$ cat src/rtl/frame_reader_pkg.sv
// Shared constants and types for the frame reader: state encoding and
// the pixel word carried through the output skid buffer.
package frame_reader_pkg;
  localparam int ADDR_W      = 16;
  localparam int DATA_W      = 16;
  localparam int FRAME_W_DEF = 256;
  localparam int FRAME_H_DEF = 256;

  typedef enum logic [2:0] {
    IDLE  = 3'd0,
    REQ   = 3'd1,
    COPY  = 3'd2,
    SCAN  = 3'd3,
    DRAIN = 3'd4
  } state_t;

  typedef struct packed {
    logic              sof;
    logic              eol;
    logic              eof;
    logic [DATA_W-1:0] data;
  } pix_t;
endpackage

$ cat src/rtl/frame_reader_pix_skid.sv
// Two-entry valid/ready skid buffer for tagged pixels; almost_full tells the
// address issuer whether a word launched this cycle will still find room.
module pix_skid
  import frame_reader_pkg::*;
(
  input  logic clk,
  input  logic rst,
  input  logic in_valid,
  input  pix_t in_pix,
  input  logic out_ready,
  output logic out_valid,
  output pix_t out_pix,
  output logic almost_full
);

  logic [1:0] count;
  logic [2:0] occ_next;
  logic       pop;
  pix_t       ent0;
  pix_t       ent1;

  assign out_valid = (count != 2'd0);
  assign out_pix   = ent0;
  assign pop       = out_valid && out_ready;
  // Occupancy after this edge; a word issued now arrives next cycle.
  assign occ_next    = {1'b0, count} + {2'b00, in_valid} - {2'b00, pop};
  assign almost_full = (occ_next >= 3'd2);

  always_ff @(posedge clk or posedge rst) begin
    if (rst) begin
      count <= 2'd0;
      ent0  <= '0;
      ent1  <= '0;
    end else begin
      count <= occ_next[1:0];
      case ({in_valid, pop})
        2'b10: begin
          if (count == 2'd0) ent0 <= in_pix;
          else               ent1 <= in_pix;
        end
        2'b01: ent0 <= ent1;
        2'b11: begin
          if (count == 2'd1) begin
            ent0 <= in_pix;
          end else begin
            ent0 <= ent1;
            ent1 <= in_pix;
          end
        end
        default: ;
      endcase
    end
  end

endmodule

$ cat src/rtl/frame_reader.sv
// Frame reader: requests a buffer snapshot, then scans it out as a pixel stream.
// Optional REQ watchdog enabled by defining FRAME_READER_TIMEOUT_EN.
//   state | meaning
//   IDLE  | waiting for start with buffer idle
//   REQ   | r_rd high, waiting for buffer to go busy
//   COPY  | r_rd high, waiting for snapshot complete
//   SCAN  | issuing read addresses 0..W*H-1
//   DRAIN | flushing remaining pixels until eof transfers
module frame_reader
  import frame_reader_pkg::*;
#(
  parameter int FRAME_W = FRAME_W_DEF,
  parameter int FRAME_H = FRAME_H_DEF
) (
  input  logic              r_clk,
  input  logic              rst,
  input  logic              start,
  output logic              r_rd,
  input  logic              r_done,
  output logic [ADDR_W-1:0] r_addr,
  input  logic [DATA_W-1:0] d_out_a,
  output logic [DATA_W-1:0] pix_data,
  output logic              pix_valid,
  input  logic              pix_ready,
  output logic              sof,
  output logic              eol,
  output logic              eof,
  output logic              busy,
  output logic              err
);

  localparam logic [ADDR_W-1:0] ADDR_LAST = ADDR_W'(FRAME_W * FRAME_H - 1);
  localparam logic [7:0]        COL_LAST  = 8'(FRAME_W - 1);
  localparam logic [7:0]        ROW_LAST  = 8'(FRAME_H - 1);

  state_t     state;
  state_t     state_nxt;
  logic       issue;
  logic       last_addr;
  logic [7:0] col;
  logic [7:0] row;
  logic       fly_valid;
  logic [2:0] fly_flags;
  pix_t       fly_pix;
  pix_t       out_pix;
  logic       almost_full;

`ifdef FRAME_READER_TIMEOUT_EN
  logic [3:0] wd;
  logic       timeout;
`endif

  assign last_addr = (r_addr == ADDR_LAST);

  always_ff @(posedge r_clk or posedge rst) begin
    if (rst) state <= IDLE;
    else     state <= state_nxt;
  end

  always_comb begin
    state_nxt = state;
`ifdef FRAME_READER_TIMEOUT_EN
    timeout = 1'b0;
`endif
    case (state)
      IDLE:  if (start && r_done) state_nxt = REQ;
      REQ: begin
        if (!r_done) state_nxt = COPY;
`ifdef FRAME_READER_TIMEOUT_EN
        else if (wd == 4'hF) begin
          state_nxt = IDLE;
          timeout   = 1'b1;
        end
`endif
      end
      COPY:  if (r_done) state_nxt = SCAN;
      SCAN:  if (issue && last_addr) state_nxt = DRAIN;
      DRAIN: if (pix_valid && pix_ready && eof) state_nxt = IDLE;
      default: state_nxt = IDLE;
    endcase
  end

  always_comb begin
    r_rd  = (state == REQ) || (state == COPY);
    busy  = (state != IDLE);
    issue = (state == SCAN) && !almost_full;
  end

  // Address and position counters; flags travel with the word in flight.
  always_ff @(posedge r_clk or posedge rst) begin
    if (rst) begin
      r_addr    <= '0;
      col       <= 8'd0;
      row       <= 8'd0;
      fly_valid <= 1'b0;
      fly_flags <= 3'b000;
    end else begin
      fly_valid <= issue;
      if (issue)
        fly_flags <= {r_addr == '0, col == COL_LAST,
                      (col == COL_LAST) && (row == ROW_LAST)};
      if (state == IDLE) begin
        r_addr <= '0;
        col    <= 8'd0;
        row    <= 8'd0;
      end else if (issue) begin
        if (!last_addr) r_addr <= r_addr + 16'd1;
        col <= (col == COL_LAST) ? 8'd0 : col + 8'd1;
        if (col == COL_LAST) row <= (row == ROW_LAST) ? 8'd0 : row + 8'd1;
      end
    end
  end

  assign fly_pix = {fly_flags, d_out_a};

  pix_skid u_skid (
    .clk         (r_clk),
    .rst         (rst),
    .in_valid    (fly_valid),
    .in_pix      (fly_pix),
    .out_ready   (pix_ready),
    .out_valid   (pix_valid),
    .out_pix     (out_pix),
    .almost_full (almost_full)
  );

  assign pix_data = out_pix.data;
  assign sof      = pix_valid && out_pix.sof;
  assign eol      = pix_valid && out_pix.eol;
  assign eof      = pix_valid && out_pix.eof;

`ifdef FRAME_READER_TIMEOUT_EN
  always_ff @(posedge r_clk or posedge rst) begin
    if (rst) begin
      wd  <= 4'd0;
      err <= 1'b0;
    end else begin
      err <= timeout;
      wd  <= (state == REQ) ? wd + 4'd1 : 4'd0;
    end
  end
`else
  assign err = 1'b0;
`endif

endmodule

$ cat config.mk
export PLATFORM = sky130hd
export DESIGN_NAME = frame_reader
export DESIGN_NICKNAME = d
export VERILOG_FILES = /design/src/rtl/frame_reader_pkg.sv /design/src/rtl/frame_reader_pix_skid.sv /design/src/rtl/frame_reader.sv
export SDC_FILE = /design/constraint.sdc
export NUM_CORES = 1
export LEC_CHECK = 0
export CAP_MARGIN = 20
export CORE_AREA = 2 2 95 97
export DETAILED_ROUTE_END_ITERATION = 6
export DIE_AREA = 0 0 97 99
export PLACE_DENSITY_LB_ADDON = 0.05
export SLEW_MARGIN = 10
export SYNTH_ARGS = -nofsm -noshare
export SYNTH_HDL_FRONTEND = slang
export SYNTH_SLANG_ARGS = --single-unit
$ cat constraint.sdc
create_clock -name r_clk -period 3 [get_ports r_clk]
set_input_delay 0.6 -clock r_clk [delete_from_list [all_inputs] [get_ports r_clk]]
set_output_delay 0.6 -clock r_clk [all_outputs]
set_load 0.05 [all_outputs]
# After elaboration in Yosys (flattened, before gate mapping)
# Index checks and enable logic that the tools add are counted.
# classes
shifts,0
multipliers,0
bitwise_logic,0
addsub,5
magnitude_cmp,1
div_mod_pow,0
n_reduce_logical,25
eq_ne,20
n_mux,22
# op_table
operator,count
2-to-1 mux 19 bit,4
case mux 19 bit (3 select lines),1
2-to-1 mux 8 bit,7
2-to-1 mux 16 bit,3
case mux 19 bit (2 select lines),1
adder 16 x 1 -> 16 bit (second input constant),1
adder 8 x 1 -> 8 bit (second input constant),2
== test 16 bit (second input constant),1
== test 8 bit (second input constant),2
logical NOT 16 bit,1
2-to-1 mux 3 bit,5
case mux 3 bit (5 select lines),1
!= test 2 bit (second input constant),7
logical AND 1 bit,9
nonzero test 2 bit,4
== test 3 x 2 -> 1 bit (second input constant),2
AND reduction 2 bit,3
nonzero test 3 bit,2
AND reduction 5 bit,1
== test 2 x 1 -> 1 bit (second input constant),2
== test 2 bit (second input constant),2
!= test 2 x 1 -> 1 bit (second input constant),2
adder 2 x 1 -> 3 bit,1
== test 3 x 1 -> 1 bit (second input constant),1
8 further kinds,8
# word_totals
register_bits,79
input_bits,21
romBits,0
latchBits,0
mem_count,0
out_inout_bits,39
ramBits,0
word_cells,88

# Depth between registers and ports, before layout
# Gate-level depths: netlist of run 1.
# depth
word_depth,9
ltp_mapped,11
mapped_depth_nobuf,9

# Cells and area by module
# Synthesis of run 1 repeated with hierarchy kept, for this count alone.
# unflattened
cells_unflattened,357
area_unflattened_um2,3906.2
# modules_own_cells
module,cells_per_inst,area_per_inst_um2,seq_area_each_um2,n_inst
frame_reader,236,2174.6,975.9,1
pix_skid,121,1731.7,1001.0,1

# Worst setup path after synthesis of run 1
# OpenSTA, ideal clock, no wires.
# synth_path
path_type,input to register
startpoint,input port pix_ready
endpoint,register r_addr[12]
stages,9
slack_ns,0.088
path_buffers,1
t_required_ns,2.922
arrival_ns,2.833
setup_time_ns,0.078
cell_sequence,nand3b_1 > nand2b_1 > ha_1 > fa_1 > nand4bb_4 > or4_4 > buf_6 > or4_1 > a21oi_1
# synth_via
elab_chain_len,7
# synth_lines
item,line,text
"start, declared",frame_reader.sv:24,"input logic pix_ready,"
logical AND 1 bit,frame_reader_pix_skid.sv:24,assign pop = out_valid && out_ready;
subtractor 3 x 1 -> 3 bit,frame_reader_pix_skid.sv:26,"assign occ_next = {1'b0, count} + {2'b00, in_valid} - {2'b00, pop};"
named net u_skid.occ_next[1],frame_reader_pix_skid.sv:17,logic [2:0] occ_next;
>= comparator 3 x 2 -> 1 bit,frame_reader_pix_skid.sv:27,assign almost_full = (occ_next >= 3'd2);
logical NOT 1 bit,frame_reader.sv:86,issue = (state == SCAN) && !almost_full;
logical AND 1 bit,frame_reader.sv:86,
nonzero test 2 bit (no line),--,
AND reduction 2 bit (no line),--,
"end signal, assigned",frame_reader.sv:107,if (!last_addr) r_addr <= r_addr + 16'd1;
"end, declared",frame_reader.sv:20,"output logic [ADDR_W-1:0] r_addr,"
# The timed path passes the listed nets, and every way through them passes these cells.
# A chain may end at the register's enable or synchronous reset.

# Worst setup path after layout of run 1
# layout_path
startpoint,register u_skid.count[0]
endpoint,register r_addr[11]
# layout_via
elab_chain_len,8
elab_cells_between_ends,9
cone_classes,2 x add/sub; 1 x order compare; 6 x reduce/logical
# layout_lines
item,line,text
"start, declared",frame_reader_pix_skid.sv:16,logic [1:0] count;
"start signal, assigned",frame_reader_pix_skid.sv:35,count <= occ_next[1:0];
"parallel branches: the longest is 2 deep, another holds adder 2 x 1 -> 3 bit",--,
subtractor 3 x 1 -> 3 bit *,frame_reader_pix_skid.sv:26,
named net u_skid.occ_next[1],frame_reader_pix_skid.sv:17,
>= comparator 3 x 2 -> 1 bit *,frame_reader_pix_skid.sv:27,
logical NOT 1 bit *,frame_reader.sv:86,
logical AND 1 bit *,frame_reader.sv:86,
nonzero test 2 bit (no line) *,--,
AND reduction 2 bit (no line) *,--,
# Mark *: on every way through the listed nets, which the timed path passes.

==> results.yml, run 1 <==
critical_path:
  endpoint: "r_addr[11]"
  crit_start: "u_skid.count[0]"
  arrival_ns: 3.17
  path_class: "reg2reg"
  rr_endpoint: "r_addr[11]"
  reg2reg_from: "u_skid.count[0]"
  r2r_setup_slack_ns: 0.12
  crit_chain: "nor2b_2 > nand2b_1 > ha_1 > fa_2 > nand4bb_4 > nor4_4 > buf_4 > or4b_2 > a21oi_2"
  reg2reg_depth: 9
  crit_family: "simple AND/OR/NAND/NOR gates"
  critical_path_required_ns: 3.29
  endpoint_kind: "register"
  cp_num_buf_inv: 1
  cpMaxStageDelayCell: "or4b_2"
  startpoint_type: "register"
  critical-path-max-stage-delay_ns: 0.60
  worst-path-max-fanout: 4
  path_depth: 9
global_route:
  grt_max_degree: 80
  grt_usage_pct: 19.5
  globalRouteOverflowTotal: 0
  grt_pass1_vias: 3164
  grt_antenna_before_repair: 0
  grt_pass1_wl_mm: 15.4
layout:
  nets: 491
  syn2layout_area_growth_pct: 23.4
  diodes: 0
  drive_above_1_share_pct: 19.0
  final_cells: 577
  fillers: 733
  fin_util_pct: 59.7
clock_network:
  clk_latency_ns: 0.36
  clk_path_buf_depth: 2
  clock_sinks: 79
  cts_tree: "built"
  htreeDepth: 3
  clk_pin_slew_worst_paths_ns: 0.09
  cts_buffers: 9
  root_buffer: "clkbuf_8"
sta:
  tns_ns: 0
  slew_headroom_pct: 50.9
  post-route-min-period_ns: 2.88
  rsz0062_at_grt: "no"
  setup_viol: 0
  worstMarginPinSlew_ns: 0.730
  fin_worst_skew_ns: 0.0104
  final.period_utilization_pct: 95.9
  hold_violations: 0
  fmax_mhz: 348
  maxSlewViolCount: 0
floorplanning:
  initial_utilization_pct: 48.4
  die_w_um: 97
  design.die.area_um2: 9600
  rows: 34
  ios: 60
  core_area_um2: 8550
  die_y_um: 99
yosys:
  ys_warn_count: 0
  synth_nets: 430
  synthCells: 403
  synthesis.area_um2: 4140
  synth_common_cells: "dfrtp_1, a21oi_1, nor2_1"
  yosysSeqAreaShare_pct: 47.8
  synth_flop_cell: "dfrtp_1"
  synth_seq_cells: 79
  async_reset_ff_share_pct: 100
  synth_cell_types: 54
  synth_top_area_cell: "dfrtp_1"
  yosys.cell_count.top_type: "dfrtp_1"
  syn_area_per_cell_um2: 10.3
  synth_edf_count: 0
  synth_top_area_share_pct: 47.8
  synth_area_leaders: "dfrtp_1, mux2i_1, mux2_2"
pwr:
  power.density_nw_per_um2: 989
  vdd_drop_max_uv: 632
  leakagePower_nw: 2.19
  finalPower_mw: 5.05
run:
  cap_violations: 0
drt:
  avgViaCountPerCell: 5.55
  drc_errors: 0
  vias: 3203
  ant_nets: 0
  drt_iter0_drc: 131
  detail_route.wirelength_mm: 8.87
  wire_per_inst_um: 15.4
  firstDrtPassIters: 4
min_path:
  min_path_type: "reg2reg"
  hold_start: "fly_flags[2]"
placement:
  io_buffers: 58
  dp_hpwl_mm: 6.04
  dp.cells: 561
  place_congestion: 0.814
outcome:
  status: "finished, final reports clean"
## kinds of logic after synthesis
logic type | synth area share, %
other | 0.0906
adder cells (fa/ha/maj) | 2.00
flip-flops | 47.8
multiplexers | 11.5
buffers and inverters | 6.35
XOR/XNOR | 1.87
AND/OR/NAND/NOR | 19.1
AO/OA/AOI/OAI | 11.3
## state kept, by name, indices dropped and copies added, names as in the netlist
register and count:
r_addr 16, col 8, fly_flags 3, state 3, u_skid.out_pix 19, fly_valid 1, u_skid.count 2, u_skid.ent1 19
row 8
## tightest hold or removal path, cell delays in order, from the launching register on
cell	delay, ns
dfrtp_1	0.37
nand2_1	0.05
o21ai_0	0.06
## worst min-delay path by stage
stage	cells past startpoint	to	slack, ns
after floorplan	2	fly_flags[1]	0.46
after global placement	1	u_skid.ent1[11]	0.49
after detailed placement	1	u_skid.ent1[15]	0.49
after CTS	1	u_skid.ent1[18]	0.51
after global routing	1	u_skid.ent1[18]	0.52
final	2	fly_flags[2]	0.51
## area by class of cell
cell class              count  area [um2]  area share (%)
clock buffers              10         138            2.69
multi-input cells         275        1930            37.8
repair buffers             88         811            15.9
well taps                 108         135            2.65
flip-flops and latches     79        1980            38.7
clock inverters             6        76.3            1.49
inverters                  11        41.3           0.808
## stage by stage
step	hold WS, ns	instance area (um2)	setup slack (ns)
finish	0.507	5110	0.123
global route	0.518	5110	0.00701
CTS	0.513	5090	0.00331
detailed placement	0.493	4880	-0.659
global placement	0.485	4880	-0.566
floorplan	0.465	4140	0.0885
## layer usage
layer,share of wire [%],track usage [%]
met4,0.67,5.09
met3,4.5,4.96
met1,50,28.2
met2,45,29.6
met5,0,0
## cells in the final DEF, fill, tap and decap left out, types with 3 or more instances in the layout
| cell | synthesis | routed |
|---|---|---|
| a211oi_1 | 7 | 7 |
| a21oi_1 | 38 | 37 |
| a31oi_1 | 3 | 3 |
| and2_1 | 4 | 4 |
| and3_1 | 4 | 4 |
| and4_1 | 4 | 4 |
| buf_4 | 18 | 30 |
| clkbuf_8 | 0 | 10 |
| clkdlybuf4s50_1 | 0 | 56 |
| dfrtp_1 | 79 | 79 |
| ha_1 | 5 | 5 |
| inv_1 | 11 | 10 |
| mux2_2 | 21 | 21 |
| mux2i_1 | 24 | 24 |
| nand2_1 | 28 | 28 |
| nand2b_1 | 7 | 7 |
| nand3_1 | 10 | 10 |
| nand3b_1 | 3 | 3 |
| nand4_1 | 10 | 10 |
| nor2_1 | 30 | 30 |
| nor3_1 | 7 | 7 |
| nor4_1 | 6 | 5 |
| o21ai_0 | 7 | 6 |
| o31ai_1 | 4 | 4 |
| o41ai_1 | 7 | 7 |
| or3_1 | 3 | 3 |
| or4_1 | 3 | 3 |
| or4b_2 | 3 | 3 |
| xnor2_1 | 5 | 5 |
## power by group
group | internal, mW | leakage [nW] | total [mW] | switching (mW)
Clock | 0.422 | 0.109 | 0.855 | 0.433
Sequential | 1.41 | 0.987 | 1.64 | 0.233
Combinational | 1.09 | 1.10 | 2.56 | 1.47
## repair_timing
item                                    4_1_cts  5_1_grt
pin swaps                                     0        3
hold buffers                                  0        0
resized for setup                             2        6
endpoints found under the setup margin       12        9
setup buffers                                 0        0
Note: power is estimated with default switching activity, not from simulation.
==> run 2: changes to the inputs <==
- SETUP_SLACK_MARGIN: not set -> 0.02
==> results.yml, run 2 (synthesis results as in run 1) <==
outcome:
  status: "finished, final reports clean"
drt:
  avgViaCountPerCell: 5.55
  wire_per_inst_um: 15.4
  vias: 3215
  drc_errors: 0
  detail_route.wirelength_mm: 8.89
  dr_wl_met3_um: 410
  routedLengthMet1_mm: 4.41
  firstDrtPassIters: 4
  drt_iter0_drc: 107
  wl_met2_mm: 3.98
  ant_nets: 0
  highest_layer: "met4"
min_path:
  min_path_type: "reg2reg"
  hold_depth: 2
  min_to: "fly_flags[2]"
  hold_start: "fly_flags[2]"
clock_network:
  hold_buffers: 0
  clk_latency_ns: 0.36
  root_buffer: "clkbuf_8"
  cts_buffers: 9
  clock_sinks: 79
  htreeDepth: 3
  clk_path_buf_depth: 2
  clk_pin_slew_worst_paths_ns: 0.09
  cts_tree: "built"
sta:
  slew_headroom_pct: 52.9
  final.period_utilization_pct: 95.4
  setup_viol: 0
  post-route-min-period_ns: 2.86
  worstMarginPinSlew_ns: 0.702
  fmax_mhz: 349
  fin_worst_skew_ns: 0.0124
  hold_violations: 0
  maxSlewViolCount: 0
layout:
  fin_util_pct: 60.0
  final_cells: 579
  regArea_um2: 1980
  layout_common_cells: "dfrtp_1, clkdlybuf4s50_1, a21oi_1"
  multiInputGateArea_um2: 1930
  diodes: 0
  fillers: 731
  syn2layout_area_growth_pct: 23.9
  nets: 493
  final_common_cell: "dfrtp_1"
  drive_above_1_share_pct: 19.3
placement:
  place_congestion: 0.814
  dp_hpwl_mm: 6.04
  io_buffers: 58
  dp.cells: 561
global_route:
  globalRouteOverflowTotal: 0
  grt_pass1_wl_mm: 15.4
  grt_usage_pct: 19.6
  grt_antenna_before_repair: 0
  grt_max_degree: 80
  grt_pass1_vias: 3163
critical_path:
  reg2reg_from: "u_skid.count[0]"
  reg2reg_depth: 8
  rr_endpoint: "r_addr[11]"
  arrival_ns: 3.10
  path_class: "reg2reg"
  crit_start: "u_skid.count[0]"
  critical_path_required_ns: 3.24
  worst-path-max-fanout: 4
  endpoint_kind: "register"
  startpoint_type: "register"
  r2r_setup_slack_ns: 0.14
floorplanning:
  core_area_um2: 8550
  die_w_um: 97
  ios: 60
  rows: 34
  design.die.area_um2: 9600
  die_y_um: 99
  initial_utilization_pct: 48.4
pwr:
  vdd_drop_max_uv: 655
  power.density_nw_per_um2: 994
  finalPower_mw: 5.10
  leakagePower_nw: 2.20
run:
  cap_violations: 0
==> run 2: changes by cell type in the layout (fill, tap and decap cells not counted), sizes merged <==
cell	before	now
buf	31	33
==> run 2: repair_timing <==
item	CTS	global route
pin swaps	1	6
resized for setup	3	5
setup endpoints to repair	12	11
hold endpoints to repair	0	0
buffers inserted	1	1
==> run 2: cell type report <==
cell class                 instances  share of cell area, %
inverter                          11                  0.805
timing repair buffer              90                   16.1
multi-input combinational        275                   37.7
tap                              108                   2.64
sequential                        79                   38.6
clock inverter                     6                   1.49
clock buffer                      10                   2.68
==> run 2: metrics by stage <==
stage | hold slack [ns] | setup WS [ns] | area [um2] | setup TNS [ns]
detailed placement | 0.493 | -0.659 | 4880 | -10.95
global route | 0.518 | -0.0232 | 5130 | -0.0232
finish | 0.508 | 0.138 | 5130 | 0
CTS | 0.513 | 0.0340 | 5100 | 0
floorplan | 0.465 | 0.0885 | 4140 | 0
global placement | 0.485 | -0.566 | 4880 | -9.52
==> run 2: how the worst max path moves through the flow <==
stage,end,slack [ns],cells past startpoint
after floorplan,r_addr[12],0.09,9
after global placement,r_addr[10],-0.57,9
after detailed placement,r_addr[11],-0.66,10
after CTS,r_addr[6],0.03,10
after global routing,r_addr[11],-0.02,8
final,r_addr[11],0.14,8
==> run 2: worst max-delay path, cell delays in order, from the launching register on <==
cell and delay, ns:
dfrtp_1 0.40, nor2b_2 0.16, nand2b_1 0.14, ha_1 0.19, fa_1 0.48, nand4bb_4 0.25, or4_1 0.63, o41ai_1 0.39
a21oi_2 0.10
==> run 2: power by group <==
part	switching, mW	total, mW	internal (mW)	leakage, nW
Clock	0.435	0.857	0.422	0.109
Combinational	1.48	2.60	1.12	1.11
Sequential	0.233	1.64	1.41	0.987
Total	2.15	5.10	2.95	2.20
==> run 2: per-layer routing <==
metal / up-vias / track usage, %
met5: - / 0
met1: 1544 / 28.3
met3: 8 / 4.96
li1: 1575 / -
met4: 0 / 5.09
met2: 88 / 29.6
